===== src/rtl/uart_tx_arbiter_if.sv =====
// rtl/uart_tx_arbiter_if.sv - requester and UART transmit signals of the shared-UART arbiter
//
// Ports (arbiter view, modport slave):
//   ipReqValid [N_REQ]   in   requester i presents a byte
//   ipReqData  [8*N_REQ] in   byte of requester i on [8i+7:8i]
//   ipReqLast  [N_REQ]   in   byte of requester i ends its message
//   opReqReady [N_REQ]   out  owner may transfer this cycle
//   opGrant    [N_REQ]   out  one-hot current owner, 0 when idle
//   opTxData   [8]       out  byte to the UART transmitter
//   opTxSend             out  UART send request
//   ipTxBusy             in   UART transmitter busy
//   opError              out  one-cycle timeout pulse
interface uart_tx_arbiter_if #(
  parameter int N_REQ = 4
);
  logic [N_REQ-1:0]   ipReqValid;
  logic [8*N_REQ-1:0] ipReqData;
  logic [N_REQ-1:0]   ipReqLast;
  logic [N_REQ-1:0]   opReqReady;
  logic [N_REQ-1:0]   opGrant;
  logic [7:0]         opTxData;
  logic               opTxSend;
  logic               ipTxBusy;
  logic               opError;

  modport slave (
    input  ipReqValid, ipReqData, ipReqLast, ipTxBusy,
    output opReqReady, opGrant, opTxData, opTxSend, opError
  );

  modport master (
    output ipReqValid, ipReqData, ipReqLast, ipTxBusy,
    input  opReqReady, opGrant, opTxData, opTxSend, opError
  );
endinterface


===== src/rtl/uart_tx_arbiter.sv =====
// rtl/uart_tx_arbiter.sv - round-robin per-message arbiter and send sequencer for one UART transmitter
//
// Ports:
//   ipClk    in  system clock
//   ipReset  in  synchronous active-high reset
//   bus      uart_tx_arbiter_if.slave (requester handshake, UART transmit port, error pulse)
module uart_tx_arbiter #(
  parameter int N_REQ          = 4,
  parameter int TIMEOUT_CYCLES = 1023
) (
  input  logic                  ipClk,
  input  logic                  ipReset,
  uart_tx_arbiter_if.slave      bus
);

  localparam int PTR_W = $clog2(N_REQ);
  localparam int CNT_W = $clog2(TIMEOUT_CYCLES + 1);
  localparam logic [CNT_W-1:0] CNT_MAX  = CNT_W'(TIMEOUT_CYCLES);
  localparam logic [CNT_W-1:0] CNT_LIM  = CNT_W'(TIMEOUT_CYCLES - 1);
  localparam logic [PTR_W-1:0] PTR_INIT = PTR_W'(N_REQ - 1);

  typedef enum logic [1:0] {
    S_IDLE,
    S_LOAD,
    S_WAIT_IDLE,
    S_WAIT_BUSY
  } state_t;

  state_t            state_q, state_d;
  logic [N_REQ-1:0]  grant_q, grant_d;
  logic [PTR_W-1:0]  ptr_q, ptr_d;
  logic [7:0]        tx_data_q, tx_data_d;
  logic              last_q, last_d;
  logic              send_q, send_d;
  logic              error_q, error_d;
  logic [CNT_W-1:0]  cnt_q, cnt_d;
  logic [N_REQ-1:0]  ready;

  logic              win_found;
  logic [PTR_W-1:0]  win_idx;
  logic [PTR_W:0]    search_pos;
  logic [7:0]        sel_data;
  logic              sel_last;
  logic              xfer;
  logic              timed_out;

  // Round-robin search: first valid requester strictly after the pointer, wrapping.
  always_comb begin
    win_found  = 1'b0;
    win_idx    = '0;
    search_pos = '0;
    for (int k = 1; k <= N_REQ; k++) begin
      search_pos = {1'b0, ptr_q} + (PTR_W+1)'(k);
      if (search_pos >= (PTR_W+1)'(N_REQ)) begin
        search_pos = search_pos - (PTR_W+1)'(N_REQ);
      end
      if (!win_found && bus.ipReqValid[search_pos[PTR_W-1:0]]) begin
        win_found = 1'b1;
        win_idx   = search_pos[PTR_W-1:0];
      end
    end
  end

  // Owner's byte and last flag, selected by the one-hot grant.
  always_comb begin
    sel_data = '0;
    for (int i = 0; i < N_REQ; i++) begin
      if (grant_q[i]) begin
        sel_data = sel_data | bus.ipReqData[8*i +: 8];
      end
    end
  end

  assign sel_last  = |(bus.ipReqLast & grant_q);
  assign xfer      = |(bus.ipReqValid & ready);
  assign timed_out = (cnt_q >= CNT_LIM);

  always_comb begin
    state_d   = state_q;
    grant_d   = grant_q;
    ptr_d     = ptr_q;
    tx_data_d = tx_data_q;
    last_d    = last_q;
    send_d    = send_q;
    error_d   = 1'b0;
    cnt_d     = (cnt_q == CNT_MAX) ? cnt_q : cnt_q + CNT_W'(1);
    ready     = '0;

    case (state_q)
      S_IDLE: begin
        cnt_d = '0;
        if (win_found) begin
          grant_d = N_REQ'(1) << win_idx;
          ptr_d   = win_idx;
          state_d = S_LOAD;
        end
      end

      S_LOAD: begin
        ready = grant_q;
        if (xfer) begin
          tx_data_d = sel_data;
          last_d    = sel_last;
          state_d   = S_WAIT_IDLE;
        end else if (timed_out) begin
          // Abandon the stalled owner; pointer stays on it so others go first.
          error_d = 1'b1;
          send_d  = 1'b0;
          grant_d = '0;
          state_d = S_IDLE;
        end
      end

      // A frame lasts thousands of cycles, so waiting here is not bounded.
      S_WAIT_IDLE: begin
        if (!bus.ipTxBusy) begin
          send_d  = 1'b1;
          cnt_d   = '0;
          state_d = S_WAIT_BUSY;
        end
      end

      S_WAIT_BUSY: begin
        if (bus.ipTxBusy) begin
          send_d = 1'b0;
          cnt_d  = '0;
          if (last_q) begin
            grant_d = '0;
            state_d = S_IDLE;
          end else begin
            state_d = S_LOAD;
          end
        end else if (timed_out) begin
          error_d = 1'b1;
          send_d  = 1'b0;
          grant_d = '0;
          state_d = S_IDLE;
        end
      end

      default: begin
        state_d = S_IDLE;
        grant_d = '0;
        send_d  = 1'b0;
      end
    endcase
  end

  always_ff @(posedge ipClk) begin
    if (ipReset) begin
      state_q   <= S_IDLE;
      grant_q   <= '0;
      ptr_q     <= PTR_INIT;
      tx_data_q <= '0;
      last_q    <= 1'b0;
      send_q    <= 1'b0;
      error_q   <= 1'b0;
      cnt_q     <= '0;
    end else begin
      state_q   <= state_d;
      grant_q   <= grant_d;
      ptr_q     <= ptr_d;
      tx_data_q <= tx_data_d;
      last_q    <= last_d;
      send_q    <= send_d;
      error_q   <= error_d;
      cnt_q     <= cnt_d;
    end
  end

  assign bus.opReqReady = ready;
  assign bus.opGrant    = grant_q;
  assign bus.opTxData   = tx_data_q;
  assign bus.opTxSend   = send_q;
  assign bus.opError    = error_q;

endmodule

===== src/flat_wrapper.sv =====
// flat-port wrapper written by rule: the top's interface ports become plain ports
module uart_tx_arbiter_flat 
#(
  parameter int N_REQ          = 4,
  parameter int TIMEOUT_CYCLES = 1023
)
  (ipClk, ipReset, bus_ipReqValid, bus_ipReqData, bus_ipReqLast, bus_ipTxBusy, bus_opReqReady, bus_opGrant, bus_opTxData, bus_opTxSend, bus_opError);
  uart_tx_arbiter_if #(.N_REQ(N_REQ)) bus_i ();
  input  logic ipClk;
  input  logic ipReset;
  input wire logic [$bits(bus_i.ipReqValid)-1:0] bus_ipReqValid;
  input wire logic [$bits(bus_i.ipReqData)-1:0] bus_ipReqData;
  input wire logic [$bits(bus_i.ipReqLast)-1:0] bus_ipReqLast;
  input wire logic [$bits(bus_i.ipTxBusy)-1:0] bus_ipTxBusy;
  output wire logic [$bits(bus_i.opReqReady)-1:0] bus_opReqReady;
  output wire logic [$bits(bus_i.opGrant)-1:0] bus_opGrant;
  output wire logic [$bits(bus_i.opTxData)-1:0] bus_opTxData;
  output wire logic [$bits(bus_i.opTxSend)-1:0] bus_opTxSend;
  output wire logic [$bits(bus_i.opError)-1:0] bus_opError;
  assign bus_i.ipReqValid = bus_ipReqValid;
  assign bus_i.ipReqData = bus_ipReqData;
  assign bus_i.ipReqLast = bus_ipReqLast;
  assign bus_i.ipTxBusy = bus_ipTxBusy;
  assign bus_opReqReady = bus_i.opReqReady;
  assign bus_opGrant = bus_i.opGrant;
  assign bus_opTxData = bus_i.opTxData;
  assign bus_opTxSend = bus_i.opTxSend;
  assign bus_opError = bus_i.opError;
  uart_tx_arbiter #(.N_REQ(N_REQ), .TIMEOUT_CYCLES(TIMEOUT_CYCLES)) u_core (.ipClk(ipClk), .ipReset(ipReset), .bus(bus_i));
endmodule

===== config.mk =====
export PLATFORM = sky130hd
export DESIGN_NAME = uart_tx_arbiter_flat
export DESIGN_NICKNAME = d
export VERILOG_FILES = /design/src/rtl/uart_tx_arbiter_if.sv /design/src/rtl/uart_tx_arbiter.sv /design/src/flat_wrapper.sv
export SDC_FILE = /design/constraint.sdc
export NUM_CORES = 1
export LEC_CHECK = 0
export ABC_AREA = 1
export BUFFER_PORTS_ARGS = -buffer_cell sky130_fd_sc_hd__buf_4
export CAP_MARGIN = 5
export CORE_MARGIN = 1
export CORE_UTILIZATION = 52
export CTS_BUF_LIST = sky130_fd_sc_hd__clkbuf_4
export CTS_CLUSTER_DIAMETER = 80
export DETAILED_ROUTE_END_ITERATION = 12
export PLACE_DENSITY = 0.85
export RECOVER_POWER = 50
export SETUP_SLACK_MARGIN = 0.02
export SKIP_LAST_GASP = 1
export SLEW_MARGIN = 30
export SYNTH_ARGS = -nofsm -noshare
export SYNTH_HDL_FRONTEND = slang
export SYNTH_SLANG_ARGS = --single-unit

===== constraint.sdc =====
create_clock -name ipClk -period 1.9 [get_ports ipClk]
set_input_delay 0.38 -clock ipClk [delete_from_list [all_inputs] [get_ports ipClk]]
set_output_delay 0.38 -clock ipClk [all_outputs]
set_load 0.02 [all_outputs]

# Word-level counts from Yosys, hierarchy flattened
# Index checks and enable logic that the tools add are counted.
[word_totals]
regBits = 29
in_bits = 43
out_inout_bits = 18
[op_classes]
n_addsub = 9
magnitude_cmp = 9
n_eq_ne = 8
n_shift = 1
n_mux = 51
n_bitwise = 5
reduce_logical = 16
[ops]
columns = ["cell", "count"]
rows = [
  ["2-to-1 mux 8 bit", 4],
  ["2-to-1 mux 10 bit", 3],
  ["case mux 10 bit (3 select lines)", 1],
  ["2-to-1 mux 2 bit", 13],
  ["2-to-1 mux 4 bit", 6],
  ["bitwise OR 8 bit", 3],
  ["2-to-1 mux 1 bit", 16],
  [">= comparator 3 bit, second input constant", 4],
  ["< comparator 2 x 3 -> 1 bit, second input constant", 4],
  ["case mux 4 bit (3 select lines)", 1],
  ["adder 10 x 1 -> 10 bit, second input constant", 1],
  ["== test 10 bit, second input constant", 1],
  [">= comparator 10 bit, second input constant", 1],
  ["AND 4 bit", 2],
  ["binary-select mux 1 bit (select 2 bit)", 4],
  ["case mux 2 bit (4 select lines)", 1],
  ["OR reduction 4 bit", 2],
  ["subtractor 2 x 1 -> 2 bit, second input constant", 4],
  ["adder 2 x 2 -> 3 bit, second input constant", 2],
  ["AND reduction 2 bit", 3],
  ["nonzero test 3 bit", 2],
  ["== test 2 bit, second input constant", 2],
  ["!= test 2 bit, second input constant", 2],
  ["AND reduction 4 bit", 1],
  ["other kinds (12)", 16],
]

# Longest topological paths before layout
# Gate-level depths: netlist (run 1).
[logic_depth]
word_depth = 18
depth_mapped = 13
ltp_nobuf = 12

# Worst setup path after synthesis (run 1)
# No wires, ideal clock.
[synth_timing]
path_kind = "reg-to-output"
start = "register u_core.grant_q[3] (netlist: u_core.bus.opGrant[3])"
end = "output port bus_opReqReady[3]"
arrival_ns = 1.113
setup_slack_ns = 0.407
path_stages_with_launch = 4
path_cell_list = "dfxtp_1 clkbuf_1 inv_1 nor2_1"
[synth_between]
elab_chain_len = 1
[synth_rtl]
columns = ["element", "line", "rtl"]
rows = [
  ["start: declaration", "uart_tx_arbiter.sv:30", "logic [N_REQ-1:0] grant_q, grant_d;"],
  ["start signal: assignment", "uart_tx_arbiter.sv:161", "grant_q <= grant_d;"],
  ["2-to-1 mux 4 bit", "uart_tx_arbiter.sv:89", "case (state_q)"],
  ["end: declaration", "flat_wrapper.sv:15", "output wire logic [$bits(bus_i.opReqReady)-1:0] bus_opReqReady;"],
]
# No other way between the ends.

# Worst setup path in the final report (run 1)
[layout_timing]
start = "register u_core.state_q[1]"
end = "output port bus_opReqReady[1]"
[layout_between]
elab_chain_len = 2
[layout_rtl]
columns = ["element", "line", "rtl"]
rows = [
  ["start: declaration", "uart_tx_arbiter.sv:29", "state_t state_q, state_d;"],
  ["start signal: assignment", "uart_tx_arbiter.sv:160", "state_q <= state_d;"],
  ["== test 2 x 1 -> 1 bit", "uart_tx_arbiter.sv:89", ""],
  ["2-to-1 mux 4 bit", "uart_tx_arbiter.sv:89", ""],
]
# No other way between the ends.

==> results of run 1 <==
-- per-layer routing --
| metal | global-route usage | share of wire |
|---|---|---|
| met5 | 0 | 0 |
| met4 | 0.1016 | 0.021 |
| met3 | 0.08075 | 0.066 |
| met2 | 0.4058 | 0.46 |
| met1 | 0.3249 | 0.45 |
-- path summary, 6_finish.rpt --
check / endpoint / cells after the start / startpoint / slack (ns)
min reg2reg: u_core.cnt_q[7] / 2 / u_core.cnt_q[7] / 0.54
max: bus_opReqReady[1] / 4 / u_core.state_q[1] / 0.19
min: u_core.bus.opGrant[2] / 2 / ipReset / 0.28
max reg2reg: u_core.bus.opGrant[0] / 10 / u_core.ptr_q[1] / 0.24
-- sequential cells by signal, summed over array words and instances, names as in the netlist --
signal	flops
u_core.cnt_q	10
u_core.bus.opTxSend	1
u_core.last_q	1
u_core.bus.opTxData	8
u_core.state_q	2
u_core.bus.opError	1
u_core.ptr_q	2
u_core.bus.opGrant	4
-- metrics by stage --
stage                     power (uW)  hold WS, ns  area, um^2
after global routing            3315       0.2606        2414
after detailed placement        2596       0.5146        2380
after global placement          2561       0.5017        2380
final                           3088       0.2753        2414
after CTS                       3134       0.2592        2459
after floorplan                 2173       0.4789        1871
-- power by group through the flow --
| stage | clock, uW | combinational (uW) | sequential (uW) |
|---|---|---|---|
| after floorplan | 0 | 1280 | 896 |
| after global placement | 0 | 1700 | 857 |
| after detailed placement | 0 | 1730 | 862 |
| after CTS | 530 | 1750 | 851 |
| after global routing | 554 | 1890 | 874 |
| final | 525 | 1710 | 856 |
-- worst register-to-register path: stages, from the launching register on --
cell and delay (ns):
dfxtp_2 0.44, inv_2 0.09, nand2_1 0.07, nand2_1 0.08, nand2_2 0.09, nand2_4 0.06
a21oi_1 0.11, nand2_1 0.10, a21oi_1 0.28, nand2_1 0.14, a21oi_2 0.14
-- final cells by class --
type	count	area (um^2)
well taps	46	57.56
repair buffers	69	470.5
inverters	32	127.6
multi-input cells	195	1096
clock buffers	6	45.04
flip-flops and latches	29	583.1
clock inverters	2	33.78
fillers	284	975.9
-- kinds of logic after synthesis --
kind of cell / Yosys count
buf+inv: 43
flops: 29
compound gates: 60
fa+ha+maj: 2
simple gates: 126
xor+xnor: 7
-- layout by cell type, fill, tap and decap left out, types with 3 or more instances in the layout --
| cell | netlist | layout |
|---|---|---|
| a21oi_1 | 21 | 21 |
| a21oi_2 | 4 | 4 |
| a221oi_1 | 9 | 9 |
| a22o_1 | 5 | 5 |
| buf_4 | 0 | 55 |
| clkbuf_1 | 6 | 10 |
| clkbuf_2 | 0 | 4 |
| clkbuf_4 | 0 | 6 |
| dfxtp_1 | 29 | 27 |
| inv_1 | 27 | 27 |
| inv_2 | 3 | 3 |
| nand2_1 | 51 | 51 |
| nand2_2 | 14 | 14 |
| nand2_4 | 4 | 4 |
| nand3_1 | 15 | 15 |
| nand3_2 | 3 | 3 |
| nand4_1 | 4 | 4 |
| nor2_1 | 25 | 25 |
| nor2_2 | 4 | 4 |
| o21ai_0 | 13 | 13 |
| xor2_1 | 6 | 6 |
==> reports/qor.yml, run 1 <==
status: "complete, no violations"
crit_arrival_ns: 1.33
postCtsSetupBuffers: 0
fin_crit_ns: 1.709
path_max_fanout: 6
final_layout_size_suffix_gt1_frac: 0.3183
grt_pass1_vias: 1686
track_usage: 0.2568
swShare: 0.4686
synth.distinct_cells: 34
leakagePower_uw: 0.001082
period_share: 0.8993
clock_latency_ns: 0.34
ioPinCount: 61
io_buffers: 60
post_drt_via_cell_ratio: 5.274
synth-edff-count: 0
cp.required_ns: 1.52
clk_path_buf_depth: 2
cts_max_level: 2
dominantRegCellSynth: "dfxtp_1"
clock_skew_ns: 0.004658
p_clk_frac: 0.170
hold_path_class: "input pin to register"
gp_congestion: 0.8626
fp.dieW_um: 61.98
clock.fmax_ghz: 0.5852
cap_viol_max_count: 0
synth_area_leaders: "dfxtp_1, nand2_1, a21oi_1"
postCtsResizedCells: 0
worst_slack_ns: 0.1912
crit_type: "register to output pin"
finalHoldViolations: 0
cp-start-kind: "register"
antenna_found_initial: 0
synthSimpleGateAreaFrac: 0.3338
grt_pass1_wl_um: 7169
cts-root-buf: "clkbuf_4"
power_density_mw_per_mm2: 1279
p_sw_uw: 1447
nets: 377
end_kind: "output pin"
die_area_mm2: 0.003841
worst_path_max_delay_cell: "dfxtp_1"
syn_nets: 312
yosys_warnings: 0
netlist_top_cells_count: "nand2_1, dfxtp_1, inv_1"
syn_inst: 267
coreArea_mm2: 0.003390
areaGrowthSynthToFinish_pct: 29.03
critPathMaxStageDelay_ns: 0.38
initial_core_util: 0.5519
synth-adder-area-share: 0.01338
cts_hold_buf: 0
cts_buffers: 5
wl_per_cell_um: 12.21
drtIter0Drc: 136
tns_ns: 0
crit_buf_inv: 2
ant_nets: 0
dpl.hpwl_um: 3516
grt.overflow.total: 0
clkTransAtPathRegs_ns: 0.10
utilization: 0.7121
vias: 1999
synth-seq-area-share: 0.3104
slew_viol_final: 0
place_inst: 371
setup_viol: 0
diodes: 0
rsz0062_at_grt: "false"
synth_mux_area_frac: 0
synth_top_area_share: 0.3104
cts_tree: "yes"
dr.pass1.iters: 4
cpLargestDelayFamily: "flip-flops"
async_flop_share: 0
cts_sinks: 29
internal_power_uw: 1641
syn-cell-area_mm2: 0.001871
grt_max_degree: 19
synth.most_common_cell: "nand2_1"
cp_cell_sequence: "nor2_2 -> inv_1 -> nor2_1 -> buf_4"
power_frac_comb: 0.553
drc: 0
pre_cts_ws_ns: 0.2114
max-slew-margin-rel: 0.7826
pwr-share-seq: 0.277
synth_xor_xnor_area_share: 0.03278
row_count: 21
synth_top_family_by_area: "simple AND/OR/NAND/NOR gates"
avgSynthCellArea_um2: 7.006
totalWireLength_um: 4626
synth.largest_area_cell: "dfxtp_1"
stdcell_count: 379
ys_ff_latch: 29
vdd_drop_max_v: 0.0006761
die-height_um: 61.98
synth_compound_area_frac: 0.2060
worst_slew_pin_slew_ns: 0.3231
Note: power is estimated with default switching activity, not from simulation.
==> run 2: changes to the inputs <==
Settings changed: CORE_UTILIZATION 52 to 50, PLACE_DENSITY 0.85 to 0.82.
==> run 2 against run 1 <==
  * Critical path depth did not move
  * Routed wire length fell by 2.3%
  * Final area shrank 0.73%
  * Global-route usage is 1.6 points lower
  * Core utilization is 2.1 points lower
  * Sequential share of layout area up 0.072 points
  * Total power shrank 5.8%
  * Final cell count grew 0.26%
  * Register-to-register slack worse by 0.04 ns
==> reports/qor.yml, run 2 (same netlist as run 1, synthesis figures left out) <==
cts_hold_buf: 0  # unchanged
clock_latency_ns: 0.33  # was 0.34 ns
end_kind: "output pin"  # unchanged
fin_crit_ns: 1.720  # was 1.709 ns
final_layout_size_suffix_gt1_frac: 0.3144  # was 0.3183
final_common_cell: "buf_4"  # unchanged
die_area_mm2: 0.003990  # was 0.003841 mm^2
hold_path_class: "input pin to register"  # unchanged
dr.pass1.iters: 4  # unchanged
grt_pass1_wl_um: 7610  # was 7169 um
dpl.hpwl_um: 3568  # was 3516 um
nets: 378  # was 377
status: "complete, no violations"  # unchanged
cp-start-kind: "register"  # unchanged
initial_core_util: 0.5393  # was 0.5519
vias: 1969  # was 1999
worst_slew_pin_slew_ns: 0.4271  # was 0.3231 ns
cts_sinks: 29  # unchanged
track_usage: 0.2412  # was 0.2568
postCtsSetupBuffers: 0  # unchanged
io_buffers: 60  # unchanged
areaGrowthSynthToFinish_pct: 28.09  # was 29.03%
crit_type: "register to output pin"  # unchanged
clkTransAtPathRegs_ns: 0.10  # about the same
clk_path_buf_depth: 2  # unchanged
rsz0062_at_grt: "false"  # unchanged
grt_max_degree: 19  # unchanged
cts_buffers: 5  # unchanged
top_register: "u_core.cnt_q"  # unchanged
vdd_drop_max_v: 0.0006825  # was 0.0006761 V
drtIter0Drc: 98  # was 136
diodes: 0  # unchanged
utilization: 0.6908  # was 0.7121
grt_pass1_vias: 1853  # was 1686
cts_max_level: 2  # unchanged
rr_worst_depth: 10  # unchanged
power_density_mw_per_mm2: 1214  # was 1279 mW/mm^2
slew_viol_final: 0  # unchanged
wl_per_cell_um: 11.89  # was 12.21 um
max-slew-margin-rel: 0.7149  # was 0.7826
crit_arrival_ns: 1.34  # was 1.33 ns
final_cell_mix: "buf_4, nand2_1, dfxtp_1"  # was buf_4, nand2_1, inv_1, dfxtp_1, nor2_1
cap_viol_max_count: 0  # unchanged
totalWireLength_um: 4520  # was 4626 um
ant_nets: 0  # unchanged
largest_register_ffs: 10  # unchanged
fp.dieW_um: 63.17  # was 61.98 um
cts_tree: "yes"  # unchanged
coreArea_mm2: 0.003468  # was 0.003390 mm^2
grt.overflow.total: 0  # unchanged
holdPathStages: 2  # unchanged
setup_viol: 0  # unchanged
drc: 0  # unchanged
tns_ns: 0  # unchanged
finalHoldViolations: 0  # unchanged
die-height_um: 63.17  # was 61.98 um
row_count: 21  # unchanged
ioPinCount: 61  # unchanged
gp_congestion: 0.8733  # was 0.8626
leakagePower_uw: 0.001072  # was 0.001082 uW
path_max_fanout: 6  # unchanged
postCtsResizedCells: 0  # unchanged
clock_skew_ns: 0.008889  # was 0.004658 ns
post_drt_via_cell_ratio: 5.182  # was 5.274
cp.required_ns: 1.52  # about the same
period_share: 0.9054  # was 0.8993
antenna_found_initial: 0  # unchanged
cts-root-buf: "clkbuf_4"  # unchanged
clock.fmax_ghz: 0.5813  # was 0.5852 GHz
[run 2: changes by cell type in the layout (fill, tap and decap cells not counted), sizes merged]
cell	delta
bufinv	-1
clkinvlp	+1
buf	+2
clkinv	+1
clkbuf	-2
[run 2: path summary, 6_finish.rpt]
kind,from,endpoint,slack [ns]
worst min-delay path,ipReset,u_core.bus.opGrant[1],0.28
worst max-delay path,u_core.state_q[1],bus_opReqReady[0],0.18
worst min register to register,u_core.bus.opTxSend,u_core.bus.opTxSend,0.53
worst max register to register,u_core.ptr_q[0],u_core.bus.opGrant[2],0.20
[run 2: worst max-delay path, stage by stage (launching register included)]
cell	delay (ns)
dfxtp_1	0.38
nor2_2	0.24
inv_1	0.13
nor2_1	0.12
buf_4	0.15
[run 2: cell type report]
type | instances | area [um^2]
multi-input combinational | 195 | 1096
fill | 334 | 1072
sequential | 29 | 580.6
timing repair buffer | 70 | 479.2
inverter | 32 | 127.6
tap | 46 | 57.56
clock buffer | 5 | 37.54
clock inverter | 3 | 17.52
[run 2: metrics by stage]
step | std cells | total power [uW] | instance area (um^2) | hold slack [ns] | setup slack, ns
5_1_grt | 380 | 3158 | 2396 | 0.2591 | 0.04709
3_5_place_dp | 372 | 2588 | 2387 | 0.5164 | 0.2331
2_1_floorplan | 267 | 2173 | 1871 | 0.4789 | 0.4073
3_3_place_gp | 372 | 2567 | 2387 | 0.5017 | 0.2627
4_1_cts | 380 | 2969 | 2442 | 0.2673 | 0.1655
6_report | 380 | 2908 | 2396 | 0.2751 | 0.1798
[run 2: metal layers]
layer | global-route usage | up-vias | part of all wire
met3 | 0.06522 | 4 | 0.070
met1 | 0.2889 | 871 | 0.46
li1 | - | 1026 | -
met4 | 0.06105 | 0 | 0.0066
met2 | 0.4207 | 68 | 0.46
met5 | 0 | - | 0
[run 2: power breakdown]
group	internal, uW	total (uW)	switching (uW)
combinational	628	1680	1060
sequential	728	847	120
clock	139	376	237
==> run 3: changes to the inputs <==
Settings changed: CORE_MARGIN 1 to 1.5.
==> run 3 against run 2 <==
  * Clock skew shrank 0.0029 ns
  * Sequential share of layout area grew 0.17 points
  * Via count shrank 1.4%
  * Combinational power barely moved
  * Fmax is 2.5% higher
  * Largest power group unchanged
  * Critical path depth grew 1
  * Global-route usage decreased by 0.75 points
  * Register-to-register slack improved by 0.04 ns
  * Setup slack improved by 0.042 ns
  * Final area decreased by 0.47%
  * Count of clock-buffer cells in the layout unchanged
==> reports/qor.yml, run 3 (same netlist as run 1, synthesis figures left out) <==
status: "complete, no violations"  # unchanged
rsz0062_at_grt: "false"  # unchanged
cp_cell_sequence: "inv_2 -> nor2_2 -> inv_1 -> nor2_1 -> buf_4"  # was nor2_2 -> inv_1 -> nor2_1 -> buf_4
final_common_cell: "buf_4"  # unchanged
track_usage: 0.2337  # was 0.2412
nets: 377  # was 378
crit_buf_inv: 3  # was 2
clock_skew_ns: 0.005976  # was 0.008889 ns
clk_path_buf_depth: 2  # unchanged
cts_sinks: 29  # unchanged
drtIter0Drc: 66  # was 98
ant_nets: 0  # unchanged
cts-root-buf: "clkbuf_4"  # unchanged
ioPinCount: 61  # unchanged
r2r_slack_ns: 0.24  # was 0.20 ns
finalHoldViolations: 0  # unchanged
grt_max_degree: 19  # unchanged
final_layout_size_suffix_gt1_frac: 0.3112  # was 0.3144
die_area_mm2: 0.004117  # was 0.003990 mm^2
dr.pass1.iters: 4  # unchanged
cts_buffers: 5  # unchanged
clkTransAtPathRegs_ns: 0.09  # was 0.10 ns
postCtsSetupBuffers: 0  # unchanged
hold_path_class: "input pin to register"  # unchanged
grt_pass1_vias: 1837  # was 1853
max-slew-margin-rel: 0.5586  # was 0.7149
cts_tree: "yes"  # unchanged
end_kind: "output pin"  # unchanged
fp.dieW_um: 64.17  # was 63.17 um
coreArea_mm2: 0.003633  # was 0.003468 mm^2
largest_register_ffs: 10  # unchanged
cap_viol_max_count: 0  # unchanged
power_density_mw_per_mm2: 1205  # was 1214 mW/mm^2
clock_latency_ns: 0.32  # was 0.33 ns
totalWireLength_um: 4493  # was 4520 um
grt_pass1_wl_um: 7734  # was 7610 um
drc: 0  # unchanged
top_register: "u_core.cnt_q"  # unchanged
finalPower_uw: 2873  # was 2908 uW
cts_max_level: 2  # unchanged
setup_viol: 0  # unchanged
final_cell_mix: "buf_4, nand2_1, dfxtp_1"  # unchanged
crit_type: "register to output pin"  # unchanged
initial_core_util: 0.5148  # was 0.5393
grt.overflow.total: 0  # unchanged
crit_arrival_ns: 1.30  # was 1.34 ns
dpl.hpwl_um: 3572  # was 3568 um
cp.required_ns: 1.52  # about the same
vias: 1942  # was 1969
areaGrowthSynthToFinish_pct: 27.49  # was 28.09%
slew_viol_final: 0  # unchanged
post_drt_via_cell_ratio: 5.124  # was 5.182
leakagePower_uw: 0.001065  # was 0.001072 uW
die-height_um: 64.17  # was 63.17 um
critPathMaxStageDelay_ns: 0.36  # was 0.38 ns
worst_path_max_delay_cell: "dfxtp_1"  # unchanged
io_buffers: 60  # unchanged
worst_slew_pin_slew_ns: 0.6577  # was 0.4271 ns
clock.fmax_ghz: 0.5958  # was 0.5813 GHz
wl_per_cell_um: 11.85  # was 11.89 um
row_count: 22  # was 21
tns_ns: 0  # unchanged
path_max_fanout: 5  # was 6
diodes: 0  # unchanged
gp_congestion: 0.9043  # was 0.8733
antenna_found_initial: 0  # unchanged
period_share: 0.8834  # was 0.9054
cpLargestDelayFamily: "flip-flops"  # unchanged
cp-start-kind: "register"  # unchanged
fin_crit_ns: 1.678  # was 1.720 ns
vdd_drop_max_v: 0.0006106  # was 0.0006825 V
-- run 3: cell types whose count changed in the layout (fill, tap and decap cells not counted), sizes merged --
cell      change
buf           +1
clkbuf        -2
clkinvlp      -1
clkinv        -1
-- run 3: power breakdown --
| part | internal, uW | total [uW] | switching [uW] |
|---|---|---|---|
| clock network | 128 | 328 | 200 |
| logic | 630 | 1700 | 1070 |
| registers | 730 | 850 | 120 |
-- run 3: final timing paths --
| check | from | to | depth (start not counted) |
|---|---|---|---|
| setup reg to reg | u_core.ptr_q[1] | u_core.bus.opGrant[0] | 10 |
| setup / recovery | u_core.state_q[0] | bus_opReqReady[1] | 5 |
| hold / removal | ipReset | u_core.bus.opGrant[3] | 2 |
| hold reg to reg | u_core.bus.opTxSend | u_core.bus.opTxSend | 2 |
-- run 3: final cells by class --
type                            instances  area, um^2
Timing Repair Buffer                   69       476.7
Inverter                               32       127.6
Multi-Input combinational cell        195        1096
Sequential cell                        29       581.8
Clock buffer                            5       37.54
Clock inverter                          1       5.005
Fill cell                             353        1249
Tap cell                               48       60.06
-- run 3: what timing repair did --
item,in CTS,in global routing
setup endpoints to repair,0,2
hold endpoints to repair,0,0
hold buffers,0,0
gates resized for setup,0,1
-- run 3: through the flow --
step | hold slack (ns) | instances | area [um^2] | worst slack [ns] | utilization
final | 0.2986 | 379 | 2385 | 0.2216 | 0.6563
after global routing | 0.2919 | 379 | 2385 | 0.03397 | 0.6563
after CTS | 0.2872 | 379 | 2425 | 0.2217 | 0.6674
after detailed placement | 0.5125 | 373 | 2382 | 0.2399 | 0.6556
after global placement | 0.4960 | 373 | 2382 | 0.2734 | 0.6556
after floorplan | 0.4789 | 267 | 1871 | 0.4073 | -
-- run 3: layer usage --
metal	share of wire	vias up	track usage	routed length, um
met5	0	-	0	0
li1	-	1016	-	-
met2	0.49	63	0.4180	2199
met1	0.44	858	0.2686	1966
met3	0.066	5	0.07394	295
met4	0.0071	0	0.05851	32
